[src/rtl/alu_rs_if.sv]
// Issue, common-data-bus and dispatch signals of the ALU reservation station.
// The master modport belongs to the issue/CDB side. The slave modport belongs to the station.
interface alu_rs_if #(
    parameter int TAG_W = 3
);
    logic             flush;
    logic             issue_valid;
    logic [4:0]       issue_op;
    logic [TAG_W-1:0] issue_des;
    logic [31:0]      issue_v1;
    logic [31:0]      issue_v2;
    logic [TAG_W-1:0] issue_q1;
    logic [TAG_W-1:0] issue_q2;
    logic             full;
    logic [TAG_W-1:0] cdb_alu_tag;
    logic [31:0]      cdb_alu_value;
    logic [TAG_W-1:0] cdb_lsb_tag;
    logic [31:0]      cdb_lsb_value;
    logic [31:0]      alu_value_1;
    logic [31:0]      alu_value_2;
    logic [4:0]       alu_op;
    logic [TAG_W-1:0] alu_des;

    modport master (
        output flush, issue_valid, issue_op, issue_des, issue_v1, issue_v2, issue_q1, issue_q2,
        output cdb_alu_tag, cdb_alu_value, cdb_lsb_tag, cdb_lsb_value,
        input  full, alu_value_1, alu_value_2, alu_op, alu_des
    );

    modport slave (
        input  flush, issue_valid, issue_op, issue_des, issue_v1, issue_v2, issue_q1, issue_q2,
        input  cdb_alu_tag, cdb_alu_value, cdb_lsb_tag, cdb_lsb_value,
        output full, alu_value_1, alu_value_2, alu_op, alu_des
    );
endinterface

[src/rtl/alu_rs.sv]
// Reservation station for the integer ALU.
// It holds issued micro-ops until both operands are known.
// It snoops the ALU and load/store broadcasts to capture operand values.
// Each cycle it dispatches the lowest-index ready entry. Tag 0 means "none".
module alu_rs #(
    parameter int ENTRIES = 4,
    parameter int TAG_W   = 3
) (
    input logic     clk,
    input logic     rst,
    alu_rs_if.slave bus
);
    localparam int IDX_W = (ENTRIES > 1) ? $clog2(ENTRIES) : 1;

    logic [ENTRIES-1:0] busy;
    logic [4:0]         op_q  [ENTRIES];
    logic [TAG_W-1:0]   des_q [ENTRIES];
    logic [31:0]        v1_q  [ENTRIES];
    logic [31:0]        v2_q  [ENTRIES];
    logic [TAG_W-1:0]   q1_q  [ENTRIES];
    logic [TAG_W-1:0]   q2_q  [ENTRIES];

    logic [31:0]        out_v1;
    logic [31:0]        out_v2;
    logic [4:0]         out_op;
    logic [TAG_W-1:0]   out_des;

    logic               free_found;
    logic [IDX_W-1:0]   free_idx;
    logic               rdy_found;
    logic [IDX_W-1:0]   rdy_idx;

    logic [TAG_W-1:0]   alu_tag;
    logic [31:0]        alu_val;
    logic [TAG_W-1:0]   lsb_tag;
    logic [31:0]        lsb_val;

    assign alu_tag = bus.cdb_alu_tag;
    assign alu_val = bus.cdb_alu_value;
    assign lsb_tag = bus.cdb_lsb_tag;
    assign lsb_val = bus.cdb_lsb_value;

    assign bus.full        = &busy;
    assign bus.alu_value_1 = out_v1;
    assign bus.alu_value_2 = out_v2;
    assign bus.alu_op      = out_op;
    assign bus.alu_des     = out_des;

    // Returns the operand {tag, value} after this cycle's broadcasts.
    // The ALU port wins if both ports carry the same tag.
    function automatic logic [TAG_W+31:0] snoop(
        input logic [TAG_W-1:0] q,
        input logic [31:0]      v,
        input logic [TAG_W-1:0] at,
        input logic [31:0]      av,
        input logic [TAG_W-1:0] lt,
        input logic [31:0]      lv
    );
        if (q != '0 && q == at) return {{TAG_W{1'b0}}, av};
        if (q != '0 && q == lt) return {{TAG_W{1'b0}}, lv};
        return {q, v};
    endfunction

    // Find the lowest-index free slot and the lowest-index ready slot.
    // Both searches use the pre-edge state.
    always_comb begin
        free_found = 1'b0;
        free_idx   = '0;
        rdy_found  = 1'b0;
        rdy_idx    = '0;
        for (int unsigned i = 0; i < ENTRIES; i++) begin
            if (!busy[i] && !free_found) begin
                free_found = 1'b1;
                free_idx   = IDX_W'(i);
            end
            if (busy[i] && q1_q[i] == '0 && q2_q[i] == '0 && !rdy_found) begin
                rdy_found = 1'b1;
                rdy_idx   = IDX_W'(i);
            end
        end
    end

    // Per-edge update, in priority order: reset, flush, then normal operation.
    // Normal operation does dispatch, wakeup and issue.
    // Dispatch and issue never touch the same slot: issue only targets a slot that was free before the edge.
    always_ff @(posedge clk) begin
        if (!rst || bus.flush) begin
            busy    <= '0;
            out_v1  <= '0;
            out_v2  <= '0;
            out_op  <= '0;
            out_des <= '0;
        end else begin
            for (int unsigned i = 0; i < ENTRIES; i++) begin
                if (busy[i]) begin
                    {q1_q[i], v1_q[i]} <= snoop(q1_q[i], v1_q[i], alu_tag, alu_val, lsb_tag, lsb_val);
                    {q2_q[i], v2_q[i]} <= snoop(q2_q[i], v2_q[i], alu_tag, alu_val, lsb_tag, lsb_val);
                end
            end
            if (rdy_found) begin
                out_v1        <= v1_q[rdy_idx];
                out_v2        <= v2_q[rdy_idx];
                out_op        <= op_q[rdy_idx];
                out_des       <= des_q[rdy_idx];
                busy[rdy_idx] <= 1'b0;
            end else begin
                out_v1  <= '0;
                out_v2  <= '0;
                out_op  <= '0;
                out_des <= '0;
            end
            if (bus.issue_valid && free_found) begin
                busy[free_idx]  <= 1'b1;
                op_q[free_idx]  <= bus.issue_op;
                des_q[free_idx] <= bus.issue_des;
                {q1_q[free_idx], v1_q[free_idx]} <=
                    snoop(bus.issue_q1, bus.issue_v1, alu_tag, alu_val, lsb_tag, lsb_val);
                {q2_q[free_idx], v2_q[free_idx]} <=
                    snoop(bus.issue_q2, bus.issue_v2, alu_tag, alu_val, lsb_tag, lsb_val);
            end
        end
    end
endmodule

[src/flat_wrapper.sv]
// flat-port wrapper written by rule: the top's interface ports become plain ports
module alu_rs_flat 
#(
    parameter int ENTRIES = 4,
    parameter int TAG_W   = 3
)
  (clk, rst, bus_flush, bus_issue_valid, bus_issue_op, bus_issue_des, bus_issue_v1, bus_issue_v2, bus_issue_q1, bus_issue_q2, bus_cdb_alu_tag, bus_cdb_alu_value, bus_cdb_lsb_tag, bus_cdb_lsb_value, bus_full, bus_alu_value_1, bus_alu_value_2, bus_alu_op, bus_alu_des);
  alu_rs_if #(.TAG_W(TAG_W)) bus_i ();
  input logic clk;
  input logic rst;
  input wire logic [$bits(bus_i.flush)-1:0] bus_flush;
  input wire logic [$bits(bus_i.issue_valid)-1:0] bus_issue_valid;
  input wire logic [$bits(bus_i.issue_op)-1:0] bus_issue_op;
  input wire logic [$bits(bus_i.issue_des)-1:0] bus_issue_des;
  input wire logic [$bits(bus_i.issue_v1)-1:0] bus_issue_v1;
  input wire logic [$bits(bus_i.issue_v2)-1:0] bus_issue_v2;
  input wire logic [$bits(bus_i.issue_q1)-1:0] bus_issue_q1;
  input wire logic [$bits(bus_i.issue_q2)-1:0] bus_issue_q2;
  input wire logic [$bits(bus_i.cdb_alu_tag)-1:0] bus_cdb_alu_tag;
  input wire logic [$bits(bus_i.cdb_alu_value)-1:0] bus_cdb_alu_value;
  input wire logic [$bits(bus_i.cdb_lsb_tag)-1:0] bus_cdb_lsb_tag;
  input wire logic [$bits(bus_i.cdb_lsb_value)-1:0] bus_cdb_lsb_value;
  output wire logic [$bits(bus_i.full)-1:0] bus_full;
  output wire logic [$bits(bus_i.alu_value_1)-1:0] bus_alu_value_1;
  output wire logic [$bits(bus_i.alu_value_2)-1:0] bus_alu_value_2;
  output wire logic [$bits(bus_i.alu_op)-1:0] bus_alu_op;
  output wire logic [$bits(bus_i.alu_des)-1:0] bus_alu_des;
  assign bus_i.flush = bus_flush;
  assign bus_i.issue_valid = bus_issue_valid;
  assign bus_i.issue_op = bus_issue_op;
  assign bus_i.issue_des = bus_issue_des;
  assign bus_i.issue_v1 = bus_issue_v1;
  assign bus_i.issue_v2 = bus_issue_v2;
  assign bus_i.issue_q1 = bus_issue_q1;
  assign bus_i.issue_q2 = bus_issue_q2;
  assign bus_i.cdb_alu_tag = bus_cdb_alu_tag;
  assign bus_i.cdb_alu_value = bus_cdb_alu_value;
  assign bus_i.cdb_lsb_tag = bus_cdb_lsb_tag;
  assign bus_i.cdb_lsb_value = bus_cdb_lsb_value;
  assign bus_full = bus_i.full;
  assign bus_alu_value_1 = bus_i.alu_value_1;
  assign bus_alu_value_2 = bus_i.alu_value_2;
  assign bus_alu_op = bus_i.alu_op;
  assign bus_alu_des = bus_i.alu_des;
  alu_rs #(.ENTRIES(ENTRIES), .TAG_W(TAG_W)) u_core (.clk(clk), .rst(rst), .bus(bus_i));
endmodule
[config.mk]
export PLATFORM = sky130hd
export DESIGN_NAME = alu_rs_flat
export DESIGN_NICKNAME = d
export VERILOG_FILES = /design/src/rtl/alu_rs_if.sv /design/src/rtl/alu_rs.sv /design/src/flat_wrapper.sv
export SDC_FILE = /design/constraint.sdc
export NUM_CORES = 1
export LEC_CHECK = 0
export CAP_MARGIN = 20
export CORE_MARGIN = 5
export CORE_UTILIZATION = 52
export DETAILED_ROUTE_END_ITERATION = 8
export PLACE_DENSITY_LB_ADDON = 0.15
export SYNTH_ARGS = -nofsm -noshare
export SYNTH_HDL_FRONTEND = slang
export SYNTH_SLANG_ARGS = --single-unit
[constraint.sdc]
create_clock -name clk -period 7.35 [get_ports clk]
set_input_delay 1.1025 -clock clk [delete_from_list [all_inputs] [get_ports clk]]
set_output_delay 1.1025 -clock clk [all_outputs]
set_load 0.02 [all_outputs]
======== Word level (Yosys, flattened, before mapping) ========
Memory sizes are Yosys's and may differ from the RTL's. A register that Yosys moved wholly into a read port is not among the register bits.
Cells that the tools add are included.
operators by class
  eq/ne operators ......................... 20
  bitwise gates (word level) .............. 6
  order comparisons ....................... 7
  reduce and logical (&&, ||, !) cells .... 68
  mux-type cells .......................... 188
operators by type and width
  cell                                                                count
  two-way mux 35 bit                                                  44
  two-way mux 32 bit                                                  21
  bitwise mux 128 bit                                                 2
  two-way mux 128 bit                                                 2
  binary-select mux 32 bit (select 2 bit)                             2
  two-way mux 1 bit                                                   85
  demux 32 bit (select 2 bit)                                         1
  == test 3 bit                                                       20
  two-way mux 3 bit                                                   17
  logical AND 1 bit                                                   38
  nonzero test 3 bit                                                  10
  bitwise mux 12 bit                                                  2
  zero test 3 bit                                                     8
  two-way mux 12 bit                                                  2
  two-way mux 4 bit                                                   3
  zero test 1 bit                                                     9
  two-way mux 2 bit                                                   4
  demux 3 bit (select 2 bit)                                          1
  greater-or-equal comparator 3 bit (second input constant)           2
  less-than comparator 2 x 3 -> 1 bit (second input constant)         2
  inverter 2 -> 3 bit                                                 2
  AND 4 bit                                                           1
  demux 1 bit (select 2 bit)                                          2
  greater-or-equal comparator 2 x 1 -> 1 bit (second input constant)  2
  other kinds (7)                                                     7
storage, ports and cells
  memories ................................ 2
  logic and storage cells ................. 310
  input port bits ......................... 152
  bits in writable memories ............... 32
  bits in registers ....................... 348
  output and inout bits ................... 73
memories
  name          words  bits a word  read ports  clocked after memory_dff  write ports  line          source
  u_core.op_q   4      5            1           1                         1            alu_rs.sv:16  logic [4:0] op_q [ENTRIES];
  u_core.des_q  4      3            1           1                         1            alu_rs.sv:17  logic [TAG_W-1:0] des_q [ENTRIES];

======== Depth between registers and ports, before layout ========
Gate-level depths: netlist of run 1.
  depth in word-level cells ............... 23
  depth in mapped cells ................... 9
  depth with buffers taken out ............ 5

======== Worst setup path before layout of run 1 ========
No wires, ideal clock.
  path type ............................... input to register
  start ................................... in bus_flush
  end ..................................... reg u_core.busy[0]
  arrival ................................. 7.452 ns
  data required time ...................... 7.257 ns
  setup time .............................. 0.093 ns
  setup slack ............................. -0.195 ns
  buffers on the path ..................... 1
  stages on the path ...................... 4
  cells stage by stage .................... nand2b_1 > clkbuf_1 > inv_1 > and3_1
on the way
  longest elaborated chain between the ends .. 1
ends and longest elaborated chain
  what                            line                source
  start: declaration              flat_wrapper.sv:11  input wire logic [$bits(bus_i.flush)-1:0] bus_flush;
  logical OR 1 bit                alu_rs.sv:87        if (!rst || bus.flush) begin
  end signal: assignment          alu_rs.sv:88        busy <= '0;
  end signal: indexed assignment  alu_rs.sv:105       busy[rdy_idx] <= 1'b0;
  end signal: indexed assignment  alu_rs.sv:113       busy[free_idx] <= 1'b1;
  end: declaration                alu_rs.sv:15        logic [ENTRIES-1:0] busy;
No other way between the ends.
A chain may end at the register's enable or synchronous reset.

======== Worst setup path in the final report of run 1 ========
  start ................................... in bus_cdb_lsb_tag[0]
  end ..................................... reg u_core.v1_q[83] (netlist bit), data pin
on the way
  longest elaborated chain between the ends .. 12
  elaborated cells between the ends (all ways) .. 24
  those cells by class .................... 2 x eq/ne; 20 x mux; 2 x reduce/logical
ends and longest elaborated chain
  what                                                      line                         source
  start: declaration                                        flat_wrapper.sv:21           input wire logic [$bits(bus_i.cdb_lsb_tag)-1:0] bus_cdb_lsb_tag;
  == test 3 bit                                             alu_rs.sv:60                 if (q != '0 && q == lt) return {{TAG_W{1'b0}}, lv};
  logical AND 1 bit                                         alu_rs.sv:60
  two-way mux 1 bit (2 in a row)                            alu_rs.sv:60
  two-way mux 1 bit (on tied branches)                      alu_rs.sv:95, alu_rs.sv:112
  two-way mux 1 bit                                         alu_rs.sv:87
  two-way mux 35 bit                                        alu_rs.sv:61                 return {q, v};
  two-way mux 35 bit                                        alu_rs.sv:60
  two-way mux 32 bit or two-way mux 35 bit (tied branches)  alu_rs.sv:95, alu_rs.sv:112
  two-way mux 32 bit or two-way mux 35 bit (tied branches)  alu_rs.sv:87
  bitwise mux 128 bit                                       alu_rs.sv:116                {q1_q[free_idx], v1_q[free_idx]} <=
  two-way mux 128 bit *                                     alu_rs.sv:112                if (bus.issue_valid && free_found) begin
  end signal: indexed assignment                            alu_rs.sv:96                 {q1_q[i], v1_q[i]} <= snoop(q1_q[i], v1_q[i], alu_tag, alu_val, lsb_tag, lsb_val);
  end signal: indexed assignment                            alu_rs.sv:116
  end: declaration                                          alu_rs.sv:18                 logic [31:0] v1_q [ENTRIES];
Mark *: on every way between the ends. The rest lies on a longest branch, timed or not. The select of a mux whose other input is x is not followed.

==> qor.csv, run 1 <==
stage,metric,value,unit
synth,synth_edf_count,312,
clocking,post_cts_buffers,0,
sta,fin_crit_sh,59.3,%
sta,setup_viol,0,
grt,grt_max_degree,138,
worst_setup_path,cp-start-kind,input pin,
grt,grt_pass1_wl,126000,um
clocking,cts_tree,yes,
grt,grt_overflow,0,
placement,routabilityCongestion,0.919,
floorplanning,dieArea,47300,sq um
cells_and_area,drive_above_1_share,10.8,%
route,postRouteAntennaNets,0,
power_and_ir_drop,ir_drop,161,uV
grt,first_global_vias,20738,
synth,ys_async_sr_fraction,0,%
grt,grt_usage,34.2,%
synth,syn_area,22400,sq um
route,wl_per_cell,29.0,um
synth,syn_inst,2288,
worst_setup_path,crit_path_start,bus_cdb_lsb_tag[0],
power_and_ir_drop,p_per_area,206,nW/um^2
synth,synth_area_leaders,"edfxtp_1, o22ai_1, dfxtp_1",
clocking,cts_num_sinks,388,
power_and_ir_drop,p_leak,8.74,nW
synth,yosys_warnings,0,
route,num_vias,21182,
clocking,clockBufferDepth,3,
worst_setup_path,critPathRequiredTime,7.68,ns
sta,finalHoldViolations,0,
worst_setup_path,crit_arrival,4.68,ns
synth,synth_fp_nets,2440,
synth,netlist.area_leader.share,41.9,%
clocking,clock_latency,0.59,ns
sta,period_needed,4.36,ns
cells_and_area,area_growth,16.2,%
floorplanning,dieWidth,217,um
placement,dp_hpwl,48300,um
clocking,cts_resized,0,
route,vias_per_cell,7.24,
placement,portBuffers,224,
worst_hold_path,worstHoldStart,u_core.des_q[1][0],
worst_hold_path,hold_path_class,register to register,
worst_setup_path,timing.rr.start,u_core.busy[3],
cells_and_area,fin_nets,2494,
synth,synth_area_per_cell,9.78,sq um
job,drv_cap,0,
worst_setup_path,critPathKind,input pin to register,
synth,yosysTopAreaCell,edfxtp_1,
clocking,cts_root_buf,clkbuf_16,
cells_and_area,utilization,60.8,%
route,drc_errors,0,
floorplanning,io_pins,225,
route,drtIter0Drc,3113,
outcome,outcome,"complete, no violations",
clocking,clk_pin_slew,0.06,ns
clocking,hold_buffers,0,
sta,final.setup_skew,0.0166,ns
floorplanning,initial_core_util,52.3,%
sta,tns,0,ns
sta,rsz0062_at_grt,false,
sta,clock.fmax,230,MHz
clocking,htreeDepth,2,
floorplanning,core,42800,sq um
floorplanning,dieHeight,217,um
floorplanning,row_count,76,
cells_and_area,mostFrequentLayoutCells,"edfxtp_1, nor2_1, o22ai_1",
worst_setup_path,cp_max_fo,17,
route,drt-total-wl,84700,um
sta,relSlewSlack,21.9,%
route,firstDrtPassIters,6,
synth,yosysSeqAreaShare,48.7,%
clocking,cts_buffers,43,
synth,ys.flop_type,edfxtp_1,
worst_setup_path,end_kind,register,
synth,synth_seq_cells,388,
cells_and_area,mostFrequentLayoutCell,edfxtp_1,
grt,antenna_found_initial,3,
sta,tightest_slew,1.17,ns
sta,finalMaxSlewViolations,0,
synth,synth.distinct_cells,72,
metal layers:
metal	up-vias	share of wire, %	track usage (%)
met5	-	0.015	0
met1	10117	36	44.9
li1	8919	-	-
met4	2	5.2	16.0
met3	337	14	9.38
met2	1807	45	53.0
final cells by class:
cell class              count  area, sq um
flip-flops and latches    388        10900
clock buffers              69         1320
well taps                 546          683
diodes                      2         5.00
repair buffers            279         2690
fillers                  3605        16800
inverters                  72          274
clock inverters            10          115
multi-input cells        1558        10000
registers in the layout (all words and copies together), names as in the netlist:
signal and cells:
u_core.q1_q 12, u_core.q2_q 12, u_core.busy 4, u_core.v2_q 128
u_core.bus.alu_value_1 32, u_core.bus.alu_op 5, u_core.des_q 12, u_core.bus.alu_des 3
u_core.op_q 20, u_core.bus.alu_value_2 32, u_core.v1_q 128
logic make-up (layout without fill, tap and decap cells):
group,Yosys count,after routing,synth area share [%]
compound gates,743,743,23.7
other cells,0,2,0
xor+xnor,56,56,2.23
flops,388,388,48.7
simple gates,695,695,14.8
mux,64,64,3.66
buf+inv,342,430,6.91
power breakdown:
part	internal (W)	switching [W]	leakage [nW]	total (W)
logic	0.000244	0.000385	4.53	0.000630
registers	0.00247	0.0000477	3.52	0.00252
clock network	0.00130	0.000918	0.692	0.00222
per-stage QoR:
| stage | instance area (sq um) | setup WS (ns) | instances | power (W) | hold slack [ns] |
|---|---|---|---|---|---|
| floorplan | 22400 | 1.12 | 2288 | 0.00295 | 0.501 |
| global placement | 24500 | 2.58 | 2841 | 0.00316 | 0.545 |
| detailed placement | 24500 | 2.56 | 2841 | 0.00317 | 0.524 |
| CTS | 26000 | 3.15 | 2920 | 0.00536 | 0.542 |
| global route | 26000 | 2.86 | 2924 | 0.00550 | 0.595 |
| finish | 26000 | 2.99 | 2924 | 0.00537 | 0.543 |
Yosys cell counts (2+ instances only):
master	count
nor2_1	312
buf_6	13
mux2i_1	2
inv_1	71
nand3_1	48
o21a_1	27
clkbuf_1	142
o221ai_1	32
and3_1	35
nand2b_1	16
mux2_4	27
o41ai_2	2
o21ba_2	3
o21bai_1	2
nor4_1	12
buf_4	13
and2_1	3
nor2b_1	38
o211ai_1	2
buf_2	82
xor2_1	50
a22oi_1	6
mux2_2	35
nor3_1	186
buf_1	10
xnor2_1	5
a31oi_1	48
clkbuf_2	10
o32ai_1	64
edfxtp_1	312
o22ai_1	296
nor4_4	3
nand4_1	3
o2bb2a_1	2
o21ai_0	62
dfxtp_1	76
o2bb2ai_1	2
a311oi_1	40
a211oi_1	69
or2_2	3
a211oi_2	32
a21oi_1	39
nand2_1	24
path summary, 6_finish.rpt:
kind | cells after the start | end | slack [ns]
setup / recovery | 7 | u_core.v1_q[83] | 2.99
hold / removal | 2 | u_core.bus.alu_des[0] | 0.54
setup reg to reg | 8 | u_core.bus.alu_value_1[21] | 3.15
hold reg to reg | 2 | u_core.bus.alu_des[0] | 0.54
critical path: stages:
cell and delay (ns):
clkdlybuf4s50_1 1.15, xor2_1 0.18, nor4_1 0.47, nand3b_1 0.91, buf_4 0.58, o22ai_1 0.19, nor2_1 0.08
Power figures use the tool's default switching activity.
==> run 2, diff against run 1 <==
--- a/config.mk
+++ b/config.mk
@@ -7,7 +7,7 @@
 export LEC_CHECK = 0
 export CAP_MARGIN = 20
 export CORE_MARGIN = 5
-export CORE_UTILIZATION = 52
+export CORE_UTILIZATION = 56
 export DETAILED_ROUTE_END_ITERATION = 8
 export PLACE_DENSITY_LB_ADDON = 0.15
 export SYNTH_ARGS = -nofsm -noshare
==> constraint.sdc (replaced) <==
create_clock -name clk -period 4.3 [get_ports clk]
set_input_delay 0.645 -clock clk [delete_from_list [all_inputs] [get_ports clk]]
set_output_delay 0.645 -clock clk [all_outputs]
set_load 0.02 [all_outputs]
==> qor.csv, run 2 (same netlist as run 1, synthesis figures left out) <==
stage,metric,value,unit
placement,dp_hpwl,48700,um
cells_and_area,drive_above_1_share,11.8,%
sta,finalMaxSlewViolations,0,
route,drc_errors,0,
worst_setup_path,r2r_slack,0.85,ns
clocking,cts_resized,0,
floorplanning,core,39600,sq um
floorplanning,initial_core_util,56.4,%
sta,finalHoldViolations,0,
power_and_ir_drop,ir_drop,295,uV
clocking,clock_latency,0.60,ns
clocking,post_cts_buffers,0,
power_and_ir_drop,p_leak,8.91,nW
placement,routabilityCongestion,0.922,
floorplanning,row_count,73,
floorplanning,dieWidth,210,um
grt,antenna_found_initial,0,
route,drt-total-wl,82600,um
grt,grt_max_degree,74,
route,drtIter0Drc,3188,
clocking,cts_tree,yes,
outcome,outcome,"complete, no violations",
floorplanning,io_pins,225,
placement,portBuffers,224,
clocking,cts_buffers,44,
grt,grt_overflow,0,
sta,fin_ws,0.846,ns
job,drv_cap,0,
route,postRouteAntennaNets,0,
cells_and_area,mostFrequentLayoutCell,edfxtp_1,
grt,grt_usage,35.6,%
cells_and_area,mostFrequentLayoutCells,"edfxtp_1, nor2_1, o22ai_1",
worst_setup_path,cp-start-kind,register,
floorplanning,dieArea,44000,sq um
worst_setup_path,critPathRequiredTime,4.77,ns
power_and_ir_drop,seq_power_share,47.0,%
grt,first_global_vias,20774,
power_and_ir_drop,combPwrFrac,11.9,%
sta,clock.fmax,289,MHz
clocking,cts_root_buf,clkbuf_16,
sta,fin_crit_sh,80.3,%
route,firstDrtPassIters,6,
worst_setup_path,critPathKind,register to register,
power_and_ir_drop,internal_power,0.00684,W
route,vias_per_cell,7.26,
route,num_vias,21256,
sta,whs,0.550,ns
sta,rsz0062_at_grt,false,
power_and_ir_drop,switching_share,25.4,%
cells_and_area,area_growth,17.5,%
power_and_ir_drop,clockPowerShare,41.1,%
clocking,clk_pin_slew,0.06,ns
clocking,htreeDepth,2,
power_and_ir_drop,p_switching,0.00233,W
placement,pre_cts_slack,0.708,ns
power_and_ir_drop,p_per_area,349,nW/um^2
clocking,clockBufferDepth,3,
sta,relSlewSlack,29.5,%
worst_setup_path,crit_arrival,3.92,ns
sta,final.setup_skew,0.0308,ns
sta,setup_viol,0,
worst_hold_path,hold_path_class,register to register,
worst_setup_path,end_kind,register,
sta,tightest_slew,1.06,ns
floorplanning,dieHeight,210,um
cells_and_area,fin_nets,2520,
worst_setup_path,cp_max_fo,61,
route,wl_per_cell,28.2,um
clocking,cts_num_sinks,388,
cells_and_area,diodes,0,
clocking,hold_buffers,0,
grt,grt_pass1_wl,123000,um
sta,period_needed,3.45,ns
==> run 2: final cells by class <==
class	count	area [sq um]
fillers	3111	13400
well taps	525	657
clock buffers	67	1280
flip-flops and latches	388	10900
multi-input cells	1558	10000
clock inverters	15	143
repair buffers	304	3010
inverters	72	274
==> run 2: power by group through the flow <==
stage               clock network (W)  registers (W)  logic, W
finish                        0.00377        0.00431   0.00109
detailed placement                  0        0.00438   0.00105
floorplan                           0        0.00438  0.000667
global placement                    0        0.00437   0.00103
global route                  0.00393        0.00432   0.00114
CTS                           0.00378        0.00430   0.00106
==> run 2: critical path: stages, from the launching register on <==
cell,delay (ns)
dfxtp_1,0.66
nand4_1,0.70
nand2b_4,0.64
buf_4,0.70
o221ai_1,0.27
a31oi_1,0.32
==> run 2: metal layers <==
layer	vias to the layer above	part of all wire [%]	GRT usage (%)
met5	-	0	0
met4	0	5.4	17.2
met3	380	15	7.97
met2	1908	45	55.2
met1	9973	35	47.6
li1	8995	-	-
==> run 2: stage by stage <==
step / std cells / area [sq um] / total power [W] / util (%) / setup TNS (ns)
2_1_floorplan: 2288 / 22400 / 0.00504 / - / -329.31
3_3_place_gp: 2847 / 24900 / 0.00540 / 62.7 / 0
3_5_place_dp: 2847 / 24900 / 0.00543 / 62.7 / 0
4_1_cts: 2929 / 26300 / 0.00914 / 66.3 / 0
5_1_grt: 2929 / 26300 / 0.00940 / 66.3 / 0
6_report: 2929 / 26300 / 0.00917 / 66.3 / 0
==> run 2: worst paths after layout <==
| kind | to | start | depth (start not counted) |
|---|---|---|---|
| max | u_core.bus.alu_value_1[31] | u_core.busy[0] | 5 |
| min | u_core.bus.alu_op[2] | u_core.op_q[1][2] | 2 |
| max reg2reg | u_core.bus.alu_value_1[31] | u_core.busy[0] | 5 |
| min reg2reg | u_core.bus.alu_op[2] | u_core.op_q[1][2] | 2 |
